[config.mk]
export PLATFORM = sky130hd
export DESIGN_NAME = mem_arbiter_2to1
export DESIGN_NICKNAME = d
export VERILOG_FILES = /design/src/rtl/mem_arbiter_2to1.sv
export SDC_FILE = /design/constraint.sdc
export NUM_CORES = 1
export LEC_CHECK = 0
export CAP_MARGIN = 20
export CORE_AREA = 2 2 148 150
export CTS_CLUSTER_DIAMETER = 100
export DETAILED_ROUTE_END_ITERATION = 10
export DIE_AREA = 0 0 150 152
export PLACE_DENSITY = 0.54
export SYNTH_ARGS = -nofsm -noshare
export SYNTH_HDL_FRONTEND = slang
export SYNTH_SLANG_ARGS = --single-unit
export TNS_END_PERCENT = 30
[constraint.sdc]
create_clock -name clk_i -period 6 [get_ports clk_i]
set_clock_uncertainty 0.1 [all_clocks]
set_input_delay 0.6 -clock clk_i [delete_from_list [all_inputs] [get_ports clk_i]]
set_output_delay 0.6 -clock clk_i [all_outputs]
set_load 0.01 [all_outputs]
[src/rtl/mem_arbiter_2to1.sv]
// Two-master round-robin arbiter onto one sp_ram port. An owner FIFO routes each rvalid back to the master that issued the request.
// Optional grant counters are built only when MEM_ARB_PERF_CNT_EN is defined.
module mem_arbiter_2to1 #(
    parameter int unsigned ADDR_WIDTH      = 32,
    parameter int unsigned DATA_WIDTH      = 32,
    parameter int unsigned MAX_OUTSTANDING = 2
) (
    input  logic                    clk_i,
    input  logic                    rst_i,
    input  logic                    m0_req_i,
    input  logic                    m1_req_i,
    output logic                    m0_gnt_o,
    output logic                    m1_gnt_o,
    output logic                    m0_rvalid_o,
    output logic                    m1_rvalid_o,
    input  logic [ADDR_WIDTH-1:0]   m0_addr_i,
    input  logic [ADDR_WIDTH-1:0]   m1_addr_i,
    input  logic                    m0_we_i,
    input  logic                    m1_we_i,
    input  logic [DATA_WIDTH/8-1:0] m0_be_i,
    input  logic [DATA_WIDTH/8-1:0] m1_be_i,
    input  logic [DATA_WIDTH-1:0]   m0_wdata_i,
    input  logic [DATA_WIDTH-1:0]   m1_wdata_i,
    output logic [DATA_WIDTH-1:0]   m0_rdata_o,
    output logic [DATA_WIDTH-1:0]   m1_rdata_o,
    output logic                    m0_err_o,
    output logic                    m1_err_o,
    output logic                    s_req_o,
    input  logic                    s_gnt_i,
    input  logic                    s_rvalid_i,
    output logic [ADDR_WIDTH-1:0]   s_addr_o,
    output logic                    s_we_o,
    output logic [DATA_WIDTH/8-1:0] s_be_o,
    output logic [DATA_WIDTH-1:0]   s_wdata_o,
    input  logic [DATA_WIDTH-1:0]   s_rdata_i,
    output logic                    proto_err_o,
    output logic [31:0]             gnt_cnt0_o,
    output logic [31:0]             gnt_cnt1_o
);

    localparam int unsigned PW = (MAX_OUTSTANDING > 1) ? $clog2(MAX_OUTSTANDING) : 1;
    localparam int unsigned CW = $clog2(MAX_OUTSTANDING) + 1;

    typedef enum logic {ARB, HOLD} state_e;

    state_e                     state_q, state_d;
    logic                       hold_id_q, hold_id_d;
    logic                       last_grant_q, last_grant_d;
    logic                       sel;
    logic                       sel_req;
    logic                       full;
    logic                       push;
    logic                       pop;
    logic                       head;
    logic [MAX_OUTSTANDING-1:0] owner_q;
    logic [PW-1:0]              wptr_q, rptr_q;
    logic [CW-1:0]              count_q;
    logic                       proto_err_q;

    function automatic logic [PW-1:0] ptr_inc(input logic [PW-1:0] p);
        return (p == PW'(MAX_OUTSTANDING - 1)) ? '0 : p + PW'(1);
    endfunction

    always_ff @(posedge clk_i or posedge rst_i) begin
        if (rst_i) begin
            state_q      <= ARB;
            hold_id_q    <= 1'b0;
            last_grant_q <= 1'b1;
        end else begin
            state_q      <= state_d;
            hold_id_q    <= hold_id_d;
            last_grant_q <= last_grant_d;
        end
    end

    always_comb begin
        state_d   = state_q;
        hold_id_d = hold_id_q;
        case (state_q)
            ARB: begin
                if (s_req_o && !s_gnt_i) begin
                    state_d   = HOLD;
                    hold_id_d = sel;
                end
            end
            HOLD: begin
                if (s_gnt_i) state_d = ARB;
            end
            default: state_d = ARB;
        endcase
    end

    always_comb begin
        sel = 1'b0;
        case (state_q)
            ARB: begin
                if (m0_req_i && m1_req_i) sel = ~last_grant_q;
                else                      sel = m1_req_i;
            end
            HOLD:    sel = hold_id_q;
            default: sel = 1'b0;
        endcase
    end

    // Full check nets out a same-cycle pop so a full FIFO can still accept.
    assign pop     = s_rvalid_i && (count_q != '0);
    assign full    = (count_q - CW'(pop)) == CW'(MAX_OUTSTANDING);
    assign sel_req = sel ? m1_req_i : m0_req_i;
    assign s_req_o = !rst_i && sel_req && !full;
    assign push    = s_req_o && s_gnt_i;
    assign head    = owner_q[rptr_q];

    assign last_grant_d = push ? sel : last_grant_q;

    assign s_addr_o  = sel ? m1_addr_i  : m0_addr_i;
    assign s_we_o    = sel ? m1_we_i    : m0_we_i;
    assign s_be_o    = sel ? m1_be_i    : m0_be_i;
    assign s_wdata_o = sel ? m1_wdata_i : m0_wdata_i;

    assign m0_gnt_o    = push && !sel;
    assign m1_gnt_o    = push && sel;
    assign m0_rvalid_o = pop && !head;
    assign m1_rvalid_o = pop && head;
    assign m0_rdata_o  = s_rdata_i;
    assign m1_rdata_o  = s_rdata_i;
    assign m0_err_o    = 1'b0;
    assign m1_err_o    = 1'b0;
    assign proto_err_o = proto_err_q;

    always_ff @(posedge clk_i or posedge rst_i) begin
        if (rst_i) begin
            owner_q     <= '0;
            wptr_q      <= '0;
            rptr_q      <= '0;
            count_q     <= '0;
            proto_err_q <= 1'b0;
        end else begin
            if (push) begin
                owner_q[wptr_q] <= sel;
                wptr_q          <= ptr_inc(wptr_q);
            end
            if (pop) rptr_q <= ptr_inc(rptr_q);
            count_q <= count_q + CW'(push) - CW'(pop);
            if (s_rvalid_i && (count_q == '0)) proto_err_q <= 1'b1;
        end
    end

`ifdef MEM_ARB_PERF_CNT_EN
    logic [31:0] gnt_cnt0_q, gnt_cnt1_q;

    always_ff @(posedge clk_i or posedge rst_i) begin
        if (rst_i) begin
            gnt_cnt0_q <= '0;
            gnt_cnt1_q <= '0;
        end else begin
            if (m0_gnt_o) gnt_cnt0_q <= gnt_cnt0_q + 32'd1;
            if (m1_gnt_o) gnt_cnt1_q <= gnt_cnt1_q + 32'd1;
        end
    end

    assign gnt_cnt0_o = gnt_cnt0_q;
    assign gnt_cnt1_o = gnt_cnt1_q;
`else
    assign gnt_cnt0_o = '0;
    assign gnt_cnt1_o = '0;
`endif

endmodule

# Word level (Yosys, flattened, before mapping)
# Cells that the tools add are included.
# totals
regBits	10
out_inout_bits	205
elab_cells	56
input_bits	176
# op_classes
eq_ne	1
muxes	17
n_reduce_logical	20
bitwise_logic	2
n_addsub	5
n_lt_le_gt_ge	3
# op_table
operator	count
$mux 32	2
$logic_and 1x1->1	12
$mux 1	10
$logic_not 1->1	5
$lt 1x2->1 const B	2
$mux 4	1
$pmux 1 s2	2
$sub 2x1->2	2
$add 1x1->1 const B	2
$add 2x1->2	1
$bwmux 2	1
$eq 2x2->1 const B	1
$logic_not 2->1	1
$not 1->1	2
$reduce_and 2->1	1
$reduce_bool 2->1	1
$demux 1 s1	1
$ge 1x1->1 const B	1

# Logic depth before layout (Yosys ltp)
# Gate-level depths: netlist (run 1).
# depth
depth_word	9
mapped_depth	11
depth_no_buf	10

# Worst setup path before layout (run 1)
# No wires, ideal clock.
# synth_timing
path_kind	input -> output
from	input port s_rvalid_i
to	output port m0_gnt_o
path_slack_ns	3.495
path_buffers	1
path_stages	8
required_ns	5.300
arrival_time_ns	1.805
path_cell_list	o21ai_0 inv_1 ha_1 a21oi_1 o211a_1 buf_6 nand2_4 nor2_1
# synth_between
elab_chain_cells	7
# synth_lines
item	line	rtl
start: declaration	30	input logic s_rvalid_i,
$logic_and 1x1->1	106	assign pop = s_rvalid_i && (count_q != '0);
net pop	53	logic pop;
$sub 2x1->2	107	assign full = (count_q - CW'(pop)) == CW'(MAX_OUTSTANDING);
$eq 2x2->1	107	
$logic_not 1->1	109	assign s_req_o = !rst_i && sel_req && !full;
$logic_and 1x1->1	109	
net s_req_o	28	output logic s_req_o,
$logic_and 1x1->1	110	assign push = s_req_o && s_gnt_i;
$logic_and 1x1->1	120	assign m0_gnt_o = push && !sel;
end: declaration	12	output logic m0_gnt_o,
# The timed path passes the listed nets, and every way through them passes these cells.

# Worst setup path after layout (run 1)
# layout_timing
from	input port m0_req_i
to	output port s_addr_o[11]
# layout_between
elab_chain_cells	4
# layout_lines
item	line	rtl
start: declaration	10	input logic m0_req_i,
$logic_and 1x1->1	97	if (m0_req_i && m1_req_i) sel = ~last_grant_q;
$mux 1	97	
$pmux 1 s2	95	case (state_q)
$mux 32	115	assign s_addr_o = sel ? m1_addr_i : m0_addr_i;
end: declaration	31	output logic [ADDR_WIDTH-1:0] s_addr_o,
# Every way passes these cells.

==> impl_metrics.env, run 1 <==
export IMPL_status="finished, final reports clean"
export IMPL_worst_path_buf_inv=3
export IMPL_setup_viol=0
export IMPL_total_power_uw=919
export IMPL_drv_slew=0
export IMPL_pin_count=381
export IMPL_slew_headroom=0.522
export IMPL_die_x_um=150
export IMPL_rr_startpoint="count_q[1]$_DFF_PP0_"
export IMPL_fin_crit_sh=0.653
export IMPL_hold_viol=0
export IMPL_synth_seq_cells=10
export IMPL_rsz0062_at_grt="no"
export IMPL_holdWs_ns=0.355
export IMPL_syn_area_per_cell_um2=9.03
export IMPL_synthSimpleGateAreaFrac=0.0317
export IMPL_r2r_end="count_q[1]$_DFF_PP0_"
export IMPL_cp_endpoint="s_addr_o[11]"
export IMPL_critPathLaunchType="input port"
export IMPL_synthAdderAreaFrac=0.0107
export IMPL_diodes=0
export IMPL_ys_types=27
export IMPL_worstSetupPathDepth=7
export IMPL_synth_xor_area_frac=0.0150
export IMPL_insertion_delay_ns=0.23
export IMPL_grt_pass1_wl_um=12000
export IMPL_muxShareOfSynthArea=0.352
export IMPL_die_y_um=152
export IMPL_cts_htree_levels=1
export IMPL_drc=0
export IMPL_port_buffers=218
export IMPL_first_iter_violations=34
export IMPL_end_kind="output pin"
export IMPL_synth_cells=258
export IMPL_cp_top_family="buffers and inverters"
export IMPL_fp_row_count=54
export IMPL_cp_cell_sequence="clkdlybuf4s50_1 > nand2_1 > nand2_1 > o21a_4 > buf_4 > mux2_1 > clkdlybuf4s50_1"
export IMPL_grt_use_total=0.0680
export IMPL_hold_depth=1
export IMPL_vias_per_cell=2.99
export IMPL_critPathMaxStageDelay_ns=0.59
export IMPL_max_freq_mhz=255
export IMPL_antenna_found_initial=0
export IMPL_nNetsFinal=586
export IMPL_slowest_stage="o21a_4"
export IMPL_start_util=0.109
export IMPL_drive_gt1_frac=0.0221
export IMPL_cts_sinks=10
export IMPL_dpl_hpwl_um=7130
export IMPL_ir_drop_mv=0.0849
export IMPL_cellLeakagePower_nw=1.65
export IMPL_ys_seq_area_frac=0.108
export IMPL_cts_hold_fix_buffers=0
export IMPL_rr_worst_depth=10
export IMPL_antenna_left=0
export IMPL_synth_compound_area_frac=0.0312
export IMPL_hp_class="reg2reg"
export IMPL_finalCriticalPeriod_ns=3.92
export IMPL_wl_per_cell_um=11.9
export IMPL_cts_resized=0
export IMPL_cts_setup_buffers=0
export IMPL_clk_pin_slew_worst_paths_ns=0.04
export IMPL_worstMarginPinSlew_ns=0.717
export IMPL_routed_wl_um=8170
export IMPL_synth_warnings=0
export IMPL_setup_tns_ns=0
export IMPL_reg2reg_slack_ns=3.40
export IMPL_grt_overflow_total=0
export IMPL_critPathLaunch="m0_req_i"
export IMPL_cap_violations=0
export IMPL_worstSetupPathType="in2out"
export IMPL_crit_fanout=47
export IMPL_vias=2053
export IMPL_die_area_um2=22800
export IMPL_root_buffer="clkbuf_16"
export IMPL_synth_top_family_by_area="buffers and inverters"
export IMPL_area_delta_synth_final_pct=79.2
export IMPL_cts_tree="yes"
export IMPL_grt_start_max_net_pins=48
export IMPL_grt_pass1_vias=2166
export IMPL_cts_buffer_depth=2
export IMPL_core_um2=21400
export IMPL_syn_area_um2=2330
export IMPL_cellPowerDensity_nw_per_um2=220
export IMPL_cp_data_arrival_time_ns=3.22
export IMPL_gp_congestion=0.699
export IMPL_numCtsBuffers=3
export IMPL_drt_first_pass_iters=4
export IMPL_worstPathRequired_ns=5.30
metrics by stage:
step | std cells | setup WS (ns) | util | cell area, um2
2_1_floorplan | 323 | 3.50 | - | 2570
3_3_place_gp | 683 | 2.04 | 0.192 | 4090
3_5_place_dp | 683 | 2.06 | 0.192 | 4090
4_1_cts | 687 | 2.04 | 0.195 | 4170
5_1_grt | 687 | 1.92 | 0.195 | 4170
6_report | 687 | 2.08 | 0.195 | 4170
worst min path at each step:
stage | from | endpoint
finish | proto_err_o$_DFFE_PP0P_ | proto_err_o$_DFFE_PP0P_
global route | proto_err_o$_DFFE_PP0P_ | proto_err_o$_DFFE_PP0P_
CTS | proto_err_o$_DFFE_PP0P_ | proto_err_o$_DFFE_PP0P_
detailed placement | proto_err_o$_DFFE_PP0P_ | proto_err_o$_DFFE_PP0P_
global placement | proto_err_o$_DFFE_PP0P_ | proto_err_o$_DFFE_PP0P_
floorplan | rst_i | count_q[0]$_DFF_PP0_
kinds of logic after synthesis:
| group | count (synthesis) |
|---|---|
| AOI/OAI and AO/OA | 10 |
| xor gates and xnor gates | 4 |
| adders and majority gates | 2 |
| buffers and inverters | 144 |
| DFF | 10 |
| muxes | 73 |
| other | 1 |
| and+or+nand+nor | 14 |
cells in the mapped netlist, drive strengths merged:
cell | count | area, um2
nand3b | 2 | 18.8
nand2 | 4 | 22.5
dfrtp | 9 | 225
conb | 1 | 3.75
xnor2 | 4 | 35.0
mux2i | 1 | 10.0
a21oi | 1 | 5.00
a31oi | 1 | 6.26
inv | 5 | 18.8
o21a | 1 | 7.51
o21ai | 2 | 10.0
ha | 2 | 25.0
mux2 | 72 | 811
dfstp | 1 | 26.3
a41oi | 1 | 8.76
nor2b | 1 | 6.26
a41o | 1 | 10.0
a21o | 1 | 7.51
o211a | 1 | 10.0
nor2 | 7 | 26.3
buf | 139 | 1030
a21boi | 1 | 7.51
placed cells by master, fill, tap and decap left out:
| cell type | count |
|---|---|
| a21boi_1 | 1 |
| dfstp_2 | 1 |
| a41o_1 | 1 |
| a21oi_1 | 1 |
| nand3b_2 | 1 |
| a41oi_1 | 1 |
| mux2_2 | 1 |
| nand2_1 | 3 |
| o21ai_0 | 2 |
| nand3b_1 | 1 |
| o21a_4 | 1 |
| nand2_4 | 1 |
| buf_4 | 1 |
| dfrtp_1 | 9 |
| ha_1 | 2 |
| nor2_1 | 7 |
| o211a_1 | 1 |
| conb_1 | 66 |
| inv_1 | 5 |
| mux2i_1 | 1 |
| mux2_1 | 71 |
| clkbuf_16 | 3 |
| a31oi_1 | 1 |
| nor2b_1 | 1 |
| clkbuf_1 | 1 |
| xnor2_1 | 4 |
| a21o_1 | 1 |
| clkdlybuf4s50_1 | 218 |
power by group:
part	switching [mW]	internal (mW)
Clock	0.0292	0.0888
Sequential	0.0256	0.0996
Combinational	0.278	0.398
routing by layer:
metal,share of wire,global-route usage
met3,0.095,0.0198
met1,0.37,0.0761
met2,0.52,0.123
met4,0.019,0.0211
met5,0,0
registers in the layout, indices dropped and copies added, names as in the netlist:
signal	flops
count_q	2
owner_q	2
hold_id_q	1
last_grant_q	1
proto_err_o	1
rptr_q	1
state_q	1
wptr_q	1
final cells by class:
cell class / count / area [um2]
clock buffer: 4 / 78.8
fill: 2387 / 17200
inverter: 5 / 18.8
multi-input combinational: 169 / 1280
sequential: 10 / 251
tap: 280 / 350
timing repair buffer: 219 / 2190
(Power assumes the default switching activity.)
==> run 2, diff against run 1 <==
--- a/config.mk
+++ b/config.mk
@@ -6,11 +6,11 @@
 export NUM_CORES = 1
 export LEC_CHECK = 0
 export CAP_MARGIN = 20
-export CORE_AREA = 2 2 148 150
+export CORE_AREA = 2 2 147 149
 export CTS_CLUSTER_DIAMETER = 100
 export DETAILED_ROUTE_END_ITERATION = 10
-export DIE_AREA = 0 0 150 152
-export PLACE_DENSITY = 0.54
+export DIE_AREA = 0 0 149 151
+export PLACE_DENSITY = 0.55
 export SYNTH_ARGS = -nofsm -noshare
 export SYNTH_HDL_FRONTEND = slang
 export SYNTH_SLANG_ARGS = --single-unit
==> constraint.sdc (replaced) <==
create_clock -name clk_i -period 3.9 [get_ports clk_i]
set_clock_uncertainty 0.1 [all_clocks]
set_input_delay 0.39 -clock clk_i [delete_from_list [all_inputs] [get_ports clk_i]]
set_output_delay 0.39 -clock clk_i [all_outputs]
set_load 0.01 [all_outputs]
==> impl_metrics.env, run 2 (synthesis gave the netlist of run 1 again) <==
export IMPL_hold_start="proto_err_o$_DFFE_PP0P_"
export IMPL_final_cell_mix="clkdlybuf4s50_1, mux2_1, conb_1, dfrtp_1, nor2_1"
export IMPL_clk_pin_slew_worst_paths_ns=0.04
export IMPL_reg2reg_slack_ns=1.30
export IMPL_finalCriticalPeriod_ns=3.33
export IMPL_hp_class="reg2reg"
export IMPL_diodes=0
export IMPL_fp_row_count=53
export IMPL_ir_drop_mv=0.137
export IMPL_cts_setup_buffers=0
export IMPL_status="finished, final reports clean"
export IMPL_slew_headroom=0.637
export IMPL_fin_crit_sh=0.855
export IMPL_antenna_left=0
export IMPL_final_common_cell="clkdlybuf4s50_1"
export IMPL_root_buffer="clkbuf_16"
export IMPL_crit_fanout=8
export IMPL_area_delta_synth_final_pct=80.2
export IMPL_grt_overflow_total=0
export IMPL_die_x_um=149
export IMPL_insertion_delay_ns=0.24
export IMPL_nNetsFinal=587
export IMPL_worstMarginPinSlew_ns=0.544
export IMPL_gp_congestion=0.754
export IMPL_setup_viol=0
export IMPL_r2r_end="count_q[1]$_DFF_PP0_"
export IMPL_drc=0
export IMPL_antenna_found_initial=0
export IMPL_port_buffers=218
export IMPL_numCtsBuffers=3
export IMPL_grt_start_max_net_pins=37
export IMPL_rsz0062_at_grt="no"
export IMPL_grt_pass1_wl_um=12600
export IMPL_p_int_uw=933
export IMPL_grt_pass1_vias=2132
export IMPL_cellPowerDensity_nw_per_um2=350
export IMPL_max_freq_mhz=300
export IMPL_total_power_mw=1.47
export IMPL_wl_per_cell_um=13.0
export IMPL_cts_htree_levels=1
export IMPL_p_seq_frac=0.133
export IMPL_vias=2004
export IMPL_worstPathRequired_ns=3.41
export IMPL_p_switching_uw=536
export IMPL_hold_depth=1
export IMPL_drt_first_pass_iters=4
export IMPL_p_sw_frac=0.365
export IMPL_die_area_um2=22500
export IMPL_start_util=0.112
export IMPL_cts_tree="yes"
export IMPL_min_to="proto_err_o$_DFFE_PP0P_"
export IMPL_worstSetupPathType="reg2out"
export IMPL_cts_hold_fix_buffers=0
export IMPL_p_clk_frac=0.138
export IMPL_routed_wl_um=8870
export IMPL_grt_use_total=0.0732
export IMPL_dpl_hpwl_um=7980
export IMPL_critPathLaunchType="flop"
export IMPL_nFillCells=2303
export IMPL_vias_per_cell=2.93
export IMPL_drive_gt1_frac=0.0270
export IMPL_end_kind="output pin"
export IMPL_cts_sinks=10
export IMPL_rr_worst_depth=10
export IMPL_cts_buffer_depth=2
export IMPL_rr_startpoint="count_q[1]$_DFF_PP0_"
export IMPL_first_iter_violations=20
export IMPL_cap_violations=0
export IMPL_setup_tns_ns=0
export IMPL_hold_viol=0
export IMPL_reg_largest_list="count_q: 2 flops, owner_q: 2 flops"
export IMPL_power_frac_comb=0.730
export IMPL_drv_slew=0
export IMPL_cellLeakagePower_nw=1.67
export IMPL_pin_count=381
export IMPL_cts_resized=0
export IMPL_cp_data_arrival_time_ns=2.84
export IMPL_die_y_um=151
export IMPL_core_um2=20800
-- run 2: changes by cell type in the layout (fill, tap and decap cells not counted) --
cell	before	now
buf_12	0	1
clkbuf_1	1	0
clkbuf_8	0	1
-- run 2: critical path: stages (launching register included) --
cell             delay, ns
dfrtp_1               0.41
o21ai_0               0.41
inv_1                 0.09
ha_1                  0.32
a21oi_1               0.21
o211a_1               0.38
nand2_4               0.12
nor2_1                0.12
clkdlybuf4s50_1       0.55
-- run 2: per-stage QoR --
stage,cell area [um2],util,instances,hold WS (ns),worst slack [ns]
2_1_floorplan,2570,-,323,0.129,1.63
3_3_place_gp,4110,0.197,679,0.343,0.577
3_5_place_dp,4110,0.197,679,0.367,0.560
4_1_cts,4200,0.201,683,0.376,0.481
5_1_grt,4200,0.201,683,0.382,0.335
6_report,4200,0.201,683,0.363,0.567
-- run 2: final cells by class --
class                      count  area (um2)  area share
clock buffer                   4        88.8      0.0212
inverter                       5        18.8     0.00447
multi-input combinational    169        1280       0.306
sequential                    10         251      0.0599
tap                          275         344      0.0820
timing repair buffer         220        2210       0.527
-- run 2: layer usage --
metal / vias up / global-route usage / routed length [um]
met5: - / 0 / 0
met4: 0 / 0.0305 / 325
met3: 35 / 0.0193 / 853
met2: 153 / 0.135 / 4510
met1: 859 / 0.0795 / 3190
li1: 957 / - / -
-- run 2: power by group through the flow --
| stage | Sequential [mW] | Combinational (mW) | Clock, mW |
|---|---|---|---|
| finish | 0.195 | 1.07 | 0.202 |
| detailed placement | 0.196 | 1.09 | 0 |
| global placement | 0.194 | 1.09 | 0 |
| floorplan | 0.182 | 0.627 | 0 |
| global route | 0.202 | 1.16 | 0.211 |
| CTS | 0.195 | 1.10 | 0.204 |
-- run 2: worst max-delay path by stage --
| stage | cells after the start | slack [ns] | endpoint | start |
|---|---|---|---|---|
| 2_1_floorplan | 8 | 1.63 | m0_gnt_o | count_q[1]$_DFF_PP0_ |
| 3_3_place_gp | 9 | 0.58 | m1_gnt_o | s_rvalid_i |
| 3_5_place_dp | 9 | 0.56 | m1_gnt_o | s_rvalid_i |
| 4_1_cts | 8 | 0.48 | m0_gnt_o | count_q[1]$_DFF_PP0_ |
| 5_1_grt | 8 | 0.33 | m0_gnt_o | count_q[1]$_DFF_PP0_ |
| 6_report | 8 | 0.57 | m0_gnt_o | count_q[1]$_DFF_PP0_ |
==> run 3, diff against run 2 <==
--- a/config.mk
+++ b/config.mk
@@ -7,6 +7,7 @@
 export LEC_CHECK = 0
 export CAP_MARGIN = 20
 export CORE_AREA = 2 2 147 149
+export CTS_BUF_LIST = sky130_fd_sc_hd__clkbuf_4
 export CTS_CLUSTER_DIAMETER = 100
 export DETAILED_ROUTE_END_ITERATION = 10
 export DIE_AREA = 0 0 149 151
==> impl_metrics.env, run 3 (synthesis gave the netlist of run 1 again) <==
export IMPL_status="finished, final reports clean"
export IMPL_final_cell_mix="clkdlybuf4s50_1, mux2_1, conb_1, dfrtp_1, nor2_1"
export IMPL_grt_use_total=0.0733
export IMPL_start_util=0.112
export IMPL_top_layer="met4"
export IMPL_total_power_mw=1.34
export IMPL_slowest_stage="clkdlybuf4s50_1"
export IMPL_worstPathRequired_ns=3.41
export IMPL_critPathMaxStageDelay_ns=0.55
export IMPL_wl_met2_um=4470
export IMPL_core_um2=20800
export IMPL_antenna_found_initial=0
export IMPL_m1WireLength_um=3180
export IMPL_drive_gt1_frac=0.0245
export IMPL_drc=0
export IMPL_crit_fanout=8
export IMPL_diodes=0
export IMPL_ir_drop_mv=0.0825
export IMPL_clk_pin_slew_worst_paths_ns=0.07
export IMPL_gp_congestion=0.754
export IMPL_cts_buffer_depth=2
export IMPL_die_x_um=149
export IMPL_pin_count=381
export IMPL_vias_per_cell=2.93
export IMPL_utilization=0.198
export IMPL_fin_crit_sh=0.864
export IMPL_drv_slew=0
export IMPL_numCtsBuffers=3
export IMPL_max_freq_mhz=297
export IMPL_slew_headroom=0.637
export IMPL_cellPowerDensity_nw_per_um2=323
export IMPL_port_buffers=218
export IMPL_cts_hold_fix_buffers=0
export IMPL_hp_class="in2async"
export IMPL_cts_htree_levels=1
export IMPL_wl_per_cell_um=13.0
export IMPL_die_area_um2=22500
export IMPL_cellLeakagePower_nw=1.64
export IMPL_fp_row_count=53
export IMPL_worstMarginPinSlew_ns=0.544
export IMPL_end_kind="output pin"
export IMPL_hold_viol=0
export IMPL_grt_pass1_wl_um=12600
export IMPL_cap_violations=0
export IMPL_cts_resized=0
export IMPL_cp_data_arrival_time_ns=2.88
export IMPL_cts_tree="yes"
export IMPL_nNetsFinal=587
export IMPL_grt_pass1_vias=2120
export IMPL_setup_tns_ns=0
export IMPL_drt_first_pass_iters=4
export IMPL_insertion_delay_ns=0.27
export IMPL_cts_setup_buffers=0
export IMPL_vias=2002
export IMPL_holdWs_ns=0.344
export IMPL_final_common_cell="clkdlybuf4s50_1"
export IMPL_die_y_um=151
export IMPL_rsz0062_at_grt="no"
export IMPL_grt_start_max_net_pins=37
export IMPL_setup_viol=0
export IMPL_worstSetupPathType="reg2out"
export IMPL_finalCriticalPeriod_ns=3.37
export IMPL_wl_met3_um=847
export IMPL_grt_overflow_total=0
export IMPL_reg_largest_list="count_q: 2 flops, owner_q: 2 flops"
export IMPL_worst_path_buf_inv=2
export IMPL_antenna_left=0
export IMPL_critPathLaunchType="flop"
export IMPL_cts_sinks=10
export IMPL_first_iter_violations=17
export IMPL_root_buffer="clkbuf_4"
export IMPL_cp_top_family="compound AO/OA/AOI/OAI gates"
export IMPL_area_delta_synth_final_pct=77.5
export IMPL_dpl_hpwl_um=7980
export IMPL_routed_wl_um=8850
export IMPL_cp_cell_sequence="o21ai_0 > inv_1 > ha_1 > a21oi_1 > o211a_1 > nand2_4 > nor2_1 > clkdlybuf4s50_1"
run 3: changes by cell type in the layout (fill, tap and decap cells not counted):
cell       before  now
clkbuf_16       3    0
clkbuf_4        0    3
clkbuf_8        1    0
clkinv_1        0    1
run 3: path summary, 6_finish.rpt:
| kind | start | to | slack, ns | depth (start not counted) |
|---|---|---|---|---|
| min reg2reg | proto_err_o$_DFFE_PP0P_ | proto_err_o$_DFFE_PP0P_ | 0.37 | 1 |
| min | rst_i | count_q[0]$_DFF_PP0_ | 0.34 | 2 |
| max | count_q[1]$_DFF_PP0_ | m0_gnt_o | 0.53 | 8 |
| max reg2reg | count_q[1]$_DFF_PP0_ | count_q[1]$_DFF_PP0_ | 1.30 | 10 |
| min in group clk_i | proto_err_o$_DFFE_PP0P_ | proto_err_o$_DFFE_PP0P_ | 0.37 | 1 |
| max in group asynchronous | rst_i | last_grant_q$_DFFE_PP1N_ | 3.05 | 2 |
run 3: final cells by class:
cell class / count / area, um2
inverters: 5 / 18.8
flip-flops and latches: 10 / 251
clock inverters: 1 / 3.75
fillers: 2315 / 16700
clock buffers: 3 / 22.5
multi-input cells: 169 / 1280
well taps: 275 / 344
repair buffers: 220 / 2210
run 3: metrics by stage:
step | std cells | instance area, um2 | setup slack [ns]
2_1_floorplan | 323 | 2570 | 1.63
3_5_place_dp | 679 | 4110 | 0.560
4_1_cts | 683 | 4130 | 0.431
6_report | 683 | 4130 | 0.530
3_3_place_gp | 679 | 4110 | 0.577
5_1_grt | 683 | 4130 | 0.280
run 3: routing by layer:
metal | vias to the layer above | global-route usage
met5 | - | 0
met4 | 0 | 0.0333
met3 | 37 | 0.0184
met2 | 153 | 0.134
met1 | 854 | 0.0793
li1 | 958 | -
run 3: report_power, final:
group	leakage, nW	switching (mW)	internal [mW]
clock	0.0154	0.0356	0.0370
combinational	1.51	0.446	0.625
sequential	0.116	0.0408	0.153
==> variant 1, RTL diff (flow settings as in run 2) <==
Register the output `proto_err_o` once more, with the module's reset; this adds one clock of latency there. The other outputs are not delayed to match.
--- a/src/rtl/mem_arbiter_2to1.sv
+++ b/src/rtl/mem_arbiter_2to1.sv
@@ -125,7 +125,13 @@
     assign m1_rdata_o  = s_rdata_i;
     assign m0_err_o    = 1'b0;
     assign m1_err_o    = 1'b0;
-    assign proto_err_o = proto_err_q;
+    always_ff @(posedge clk_i or posedge rst_i) begin
+        if (rst_i) begin
+            proto_err_o <= '0;
+        end else begin
+            proto_err_o <= proto_err_q;
+        end
+    end
 
     always_ff @(posedge clk_i or posedge rst_i) begin
         if (rst_i) begin
Function: changed (a bounded check fails within 4 cycles, from zero or initial values and one cycle with rst_i high).
==> variant 1 against run 2 <==
Final area is 0.36% higher. Sequential cell count is 1 higher. Area after synthesis is 1.1% higher. Routed wire length is 6.1% lower. Fmax is 3.1% higher. Power is 0.78% lower. Sequential share of layout area is 0.57 points higher. Worst setup slack better by 0.10 ns. Critical endpoint unchanged. Largest power group unchanged.
==> variant 1: results (changes against run 2) <==
Worst setup path
  – Reg2Reg Depth: 10 (unchanged)
  – R2r startpoint: count_q[1] (unchanged)
  – Worst EP arrival: 2.74 ns (was 2.84 ns)

GRT
  – First-pass GRT wire length: 11500 um (was 12600 um)
  – Total track usage: 6.71% (was 7.32%)
  – Largest net degree at the start of global routing: 42 (was 37)
  – Vias in the first global route: 1998 (was 2132)

Status
  – Run status: completed (unchanged)

STA
  – Maximum clock rate: 309 MHz (was 300 MHz)
  – Final TNS setup: 0 ns (unchanged)
  – Worst hold slack: 0.289 ns (was 0.363 ns)

Finish
  – Layout cell share with drive strength beyond 1: 2.44% (was 2.70%)
  – Final Net Count: 588 (was 587)
  – Fillcell total: 2314 (was 2303)

Route
  – Vias/cell: 2.98 (was 2.93)
  – Wire per inst: 12.2 um (was 13.0 um)
  – Wirelength, routed: 8330 um (was 8870 um)
  – Detailed router's first-iteration violation count: 16 (was 20)

Clocking
  – CTS H-tree depth: 1 (unchanged)

Logic synthesis
  – Largest cells by area after synthesis: buf_4 (41%), mux2_1 (34%), dfrtp_1 (11%) (was buf_4 (42%), mux2_1 (34%), dfrtp_1 (9.7%))
  – Post-synth EDFFs: 0 (unchanged)
  – Commonest cells post-synth: buf_4 (130), mux2_1 (71), dfrtp_1 (10), buf_2 (8), nor2_1 (7) (was buf_4 (130), mux2_1 (71), dfrtp_1 (9), buf_2 (8), nor2_1 (7))
  – Most common flop cell mapped by yosys: dfrtp_1 (unchanged)
  – Sequential-to-total area share from yosys stat: 11.7% (was 10.8%)
  – Syn_area_per_cell: 9.09 um2 (was 9.03 um2)

Power and ir drop
  – Pwr dens: 346 mW/mm2 (was 350 mW/mm2)
  – Pleak: 0.00167 uW (about the same)
  – Worst IR Drop VDD: 143 uV (was 137 uV)

Place
  – Gpl congestion: 0.740 (was 0.754)
  – Cells after DPL: 680 (was 679)
  – Pre-CTS WS: 0.747 ns (was 0.560 ns)
-- variant 1: worst min path at each step --
stage	cells past startpoint	endpoint	startpoint
6_report	0	proto_err_o	proto_err_q
5_1_grt	0	proto_err_o	proto_err_q
4_1_cts	0	proto_err_o	proto_err_q
3_5_place_dp	0	proto_err_o	proto_err_q
3_3_place_gp	0	proto_err_o	proto_err_q
2_1_floorplan	1	count_q[0]	rst_i
-- variant 1: kinds of logic after synthesis --
group                      after synthesis  synth area share [%]
DFF                                     11                  11.7
AOI/OAI and AO/OA                       10                  3.08
other                                    1                 0.159
and+or+nand+nor                         14                  3.14
xor gates and xnor gates                 4                  1.49
muxes                                   73                  34.9
buffers and inverters                  144                  44.4
adders and majority gates                2                  1.06
-- variant 1: power breakdown --
part | leakage [uW] | internal (uW) | switching (uW)
Clock | 0.0000382 | 137 | 48.6
Sequential | 0.000124 | 164 | 40.5
Combinational | 0.00151 | 626 | 440
Total | 0.00167 | 927 | 529
-- variant 1: stage by stage --
step	total power (uW)	instance area, um2
6_report	1460	4210
5_1_grt	1560	4210
4_1_cts	1480	4210
3_5_place_dp	1280	4130
3_3_place_gp	1290	4130
2_1_floorplan	821	2600
-- variant 1: final cells by class --
cell class | instances | share of cell area (%)
repair buffers | 220 | 52.5
multi-input cells | 169 | 30.5
well taps | 275 | 8.17
clock buffers | 4 | 1.87
flip-flops and latches | 11 | 6.57
inverters | 5 | 0.446
-- variant 1: metal layers --
layer  wire [um]  vias to the layer above  part of all wire (%)  global-route usage (%)
met4         363                        0                   4.4                    2.67
li1            -                      962                     -                       -
met1        3240                      897                    39                    8.20
met5           0                        -                     0                       0
met2        3900                      147                    47                    11.5
met3         826                       34                   9.9                    1.36
-- variant 1: critical path: stages (launching register included) --
cell and delay, ns:
dfrtp_1 0.42, o21ai_0 0.41, inv_1 0.11, ha_1 0.32
a21oi_1 0.14, o211a_1 0.34, nand2_4 0.11, nor2_1 0.12
clkdlybuf4s50_1 0.54
==> variant 2, RTL diff (config.mk and constraints of run 2) <==
Without the edit above. Set the parameter `MAX_OUTSTANDING` to 1 (it was 2).
--- a/src/rtl/mem_arbiter_2to1.sv
+++ b/src/rtl/mem_arbiter_2to1.sv
@@ -3,7 +3,7 @@
 module mem_arbiter_2to1 #(
     parameter int unsigned ADDR_WIDTH      = 32,
     parameter int unsigned DATA_WIDTH      = 32,
-    parameter int unsigned MAX_OUTSTANDING = 2
+    parameter int unsigned MAX_OUTSTANDING = 1
 ) (
     input  logic                    clk_i,
     input  logic                    rst_i,
Behaviour: not the same (Yosys sat finds a counterexample within 4 cycles, from zero or initial values and one cycle with rst_i high).
==> variant 2 against run 2 <==
Final area fell by 5.2%. Sequential share of layout area fell by 2.2 points. Worst setup slack improved by 0.26 ns. Die area stayed put. Non-clock buffer count stayed put. First-iteration DRC count decreased by 35%. Count of clock-buffer cells in the layout unchanged. Cell count fell by 2.2%. Routed wire length fell by 5.6%. Via count decreased by 1.9%. Sequential cell count down 4. Area after synthesis decreased by 7.1%. Synthesized cell count decreased by 6.6%. Power shrank 36%. Largest cell class unchanged. Highest routed layer unchanged.
==> variant 2: results (changes against run 2) <==
Status
  – Run status: completed (unchanged)

Worst setup path
  – R2r startpoint: last_grant_q (was count_q[1])
  – R2R Setup Slk: 2.15 ns (was 1.30 ns)
  – Critical Path Fanout Max: 33 (was 8)
  – Crit path capture: s_wdata_o[19] (was m0_gnt_o)
  – Reg2Reg Depth: 5 (was 10)
  – Critical Path Max Stage Delay: 0.52 ns (was 0.55 ns)
  – Worst R2R End: owner_q (was count_q[1])
  – Delay-heaviest family, CP: buffers and inverters (was compound AO/OA/AOI/OAI gates)
  – Crit. Startpoint: m0_req_i (was count_q[1])

Finish
  – Cell Count, Final, Fillers Out: 668 (was 683)
  – Fillcell total: 2340 (was 2303)
  – Layout cell share with drive strength beyond 1: 19.6% (was 2.70%)
  – Final Net Count: 570 (was 587)
  – Layout Area Growth over Synthesis: 84.0% (was 80.2%)

GRT
  – Met3 usage: 1.72% (was 1.93%)
  – Total track usage: 6.29% (was 7.32%)
  – Vias in the first global route: 1887 (was 2132)
  – First-pass GRT wire length: 10800 um (was 12600 um)
  – Grt met2 use: 9.77% (was 13.5%)
  – Global routing usage on met1: 8.08% (was 7.95%)
  – Largest net degree at the start of global routing: 39 (was 37)

Route
  – Wirelength, routed: 8380 um (was 8870 um)
  – Metal-1 WL: 3320 um (was 3190 um)
  – Number of detailed-route iterations in the first pass: 4 (unchanged)
  – Detailed router's first-iteration violation count: 13 (was 20)
  – Met3 Wirelength: 871 um (was 853 um)
  – Via count: 1965 (was 2004)
  – Met2 wire len: 3880 um (was 4510 um)

Place
  – Dpl cell area: 0.00390 mm2 (was 0.00411 mm2)
  – Cells after DPL: 664 (was 679)
  – Hpwl dp: 7380 um (was 7980 um)
  – Pre-CTS WS: 0.796 ns (was 0.560 ns)
  – Gpl congestion: 0.717 (was 0.754)

Logic synthesis
  – Commonest cells post-synth: buf_4 (132), mux2_2 (69), buf_6 (5), dfrtp_1 (5) (was buf_4 (130), mux2_1 (71), dfrtp_1 (9), buf_2 (8), nor2_1 (7))
  – Largest cells by area after synthesis: buf_4 (46%), mux2_2 (36%), dfrtp_1 (5.8%) (was buf_4 (42%), mux2_1 (34%), dfrtp_1 (9.7%))
  – Most common flop cell mapped by yosys: dfrtp_1 (unchanged)
  – Sequential-to-total area share from yosys stat: 7.00% (was 10.8%)
  – Yosys Warn Count: 0 (unchanged)
  – Post-synthesis instance total: 241 (was 258)

Power and ir drop
  – Worst IR Drop VDD: 171 uV (was 137 uV)
  – Switching power: 302 uW (was 536 uW)
  – Pleak: 0.00156 uW (was 0.00167 uW)

STA
  – Setup ws final: 0.830 ns (was 0.567 ns)

Hold path
  – Worst Hold Class: input pin to async pin (was flop to flop)
## variant 2: cell types whose count changed after synthesis, sizes merged, moves of 2 or more
| cell | change |
|---|---|
| a21o | +3 |
| and3 | +2 |
| buf | -2 |
| dfrtp | -4 |
| ha | -2 |
| inv | -2 |
| mux2 | -3 |
| nand3b | -2 |
| nor2 | -3 |
| o31ai | +2 |
| xnor2 | -4 |
## variant 2: kinds of logic after synthesis
logic type | Yosys count | synth area share (%)
muxes | 69 | 35.9
DFF | 6 | 7.00
buffers and inverters | 140 | 49.0
and+or+nand+nor | 15 | 4.05
AOI/OAI and AO/OA | 10 | 3.88
other | 1 | 0.173
## variant 2: power by group through the flow
| stage | Clock, uW | Sequential, uW | Combinational [uW] |
|---|---|---|---|
| 2_1_floorplan | 0 | 85.8 | 432 |
| 3_3_place_gp | 0 | 88.9 | 686 |
| 3_5_place_dp | 0 | 89.1 | 684 |
| 4_1_cts | 176 | 88.5 | 689 |
| 5_1_grt | 180 | 89.9 | 725 |
| 6_report | 175 | 88.9 | 679 |
## variant 2: how the worst min path moves through the flow
stage                            from     endpoint  slack (ns)  cells past startpoint
after floorplan                 rst_i      count_q        0.09                      1
after global placement    proto_err_o  proto_err_o        0.35                      1
after detailed placement  proto_err_o  proto_err_o        0.36                      1
after CTS                       rst_i      count_q        0.36                      2
after global routing      proto_err_o  proto_err_o        0.39                      1
final                           rst_i      owner_q        0.34                      2
## variant 2: cell type report
| cell class | count | area share [%] |
|---|---|---|
| sequential | 6 | 3.81 |
| timing repair buffer | 220 | 55.2 |
| clock buffer | 4 | 1.98 |
| tap | 275 | 8.65 |
| inverter | 3 | 0.283 |
| multi-input combinational | 160 | 30.1 |
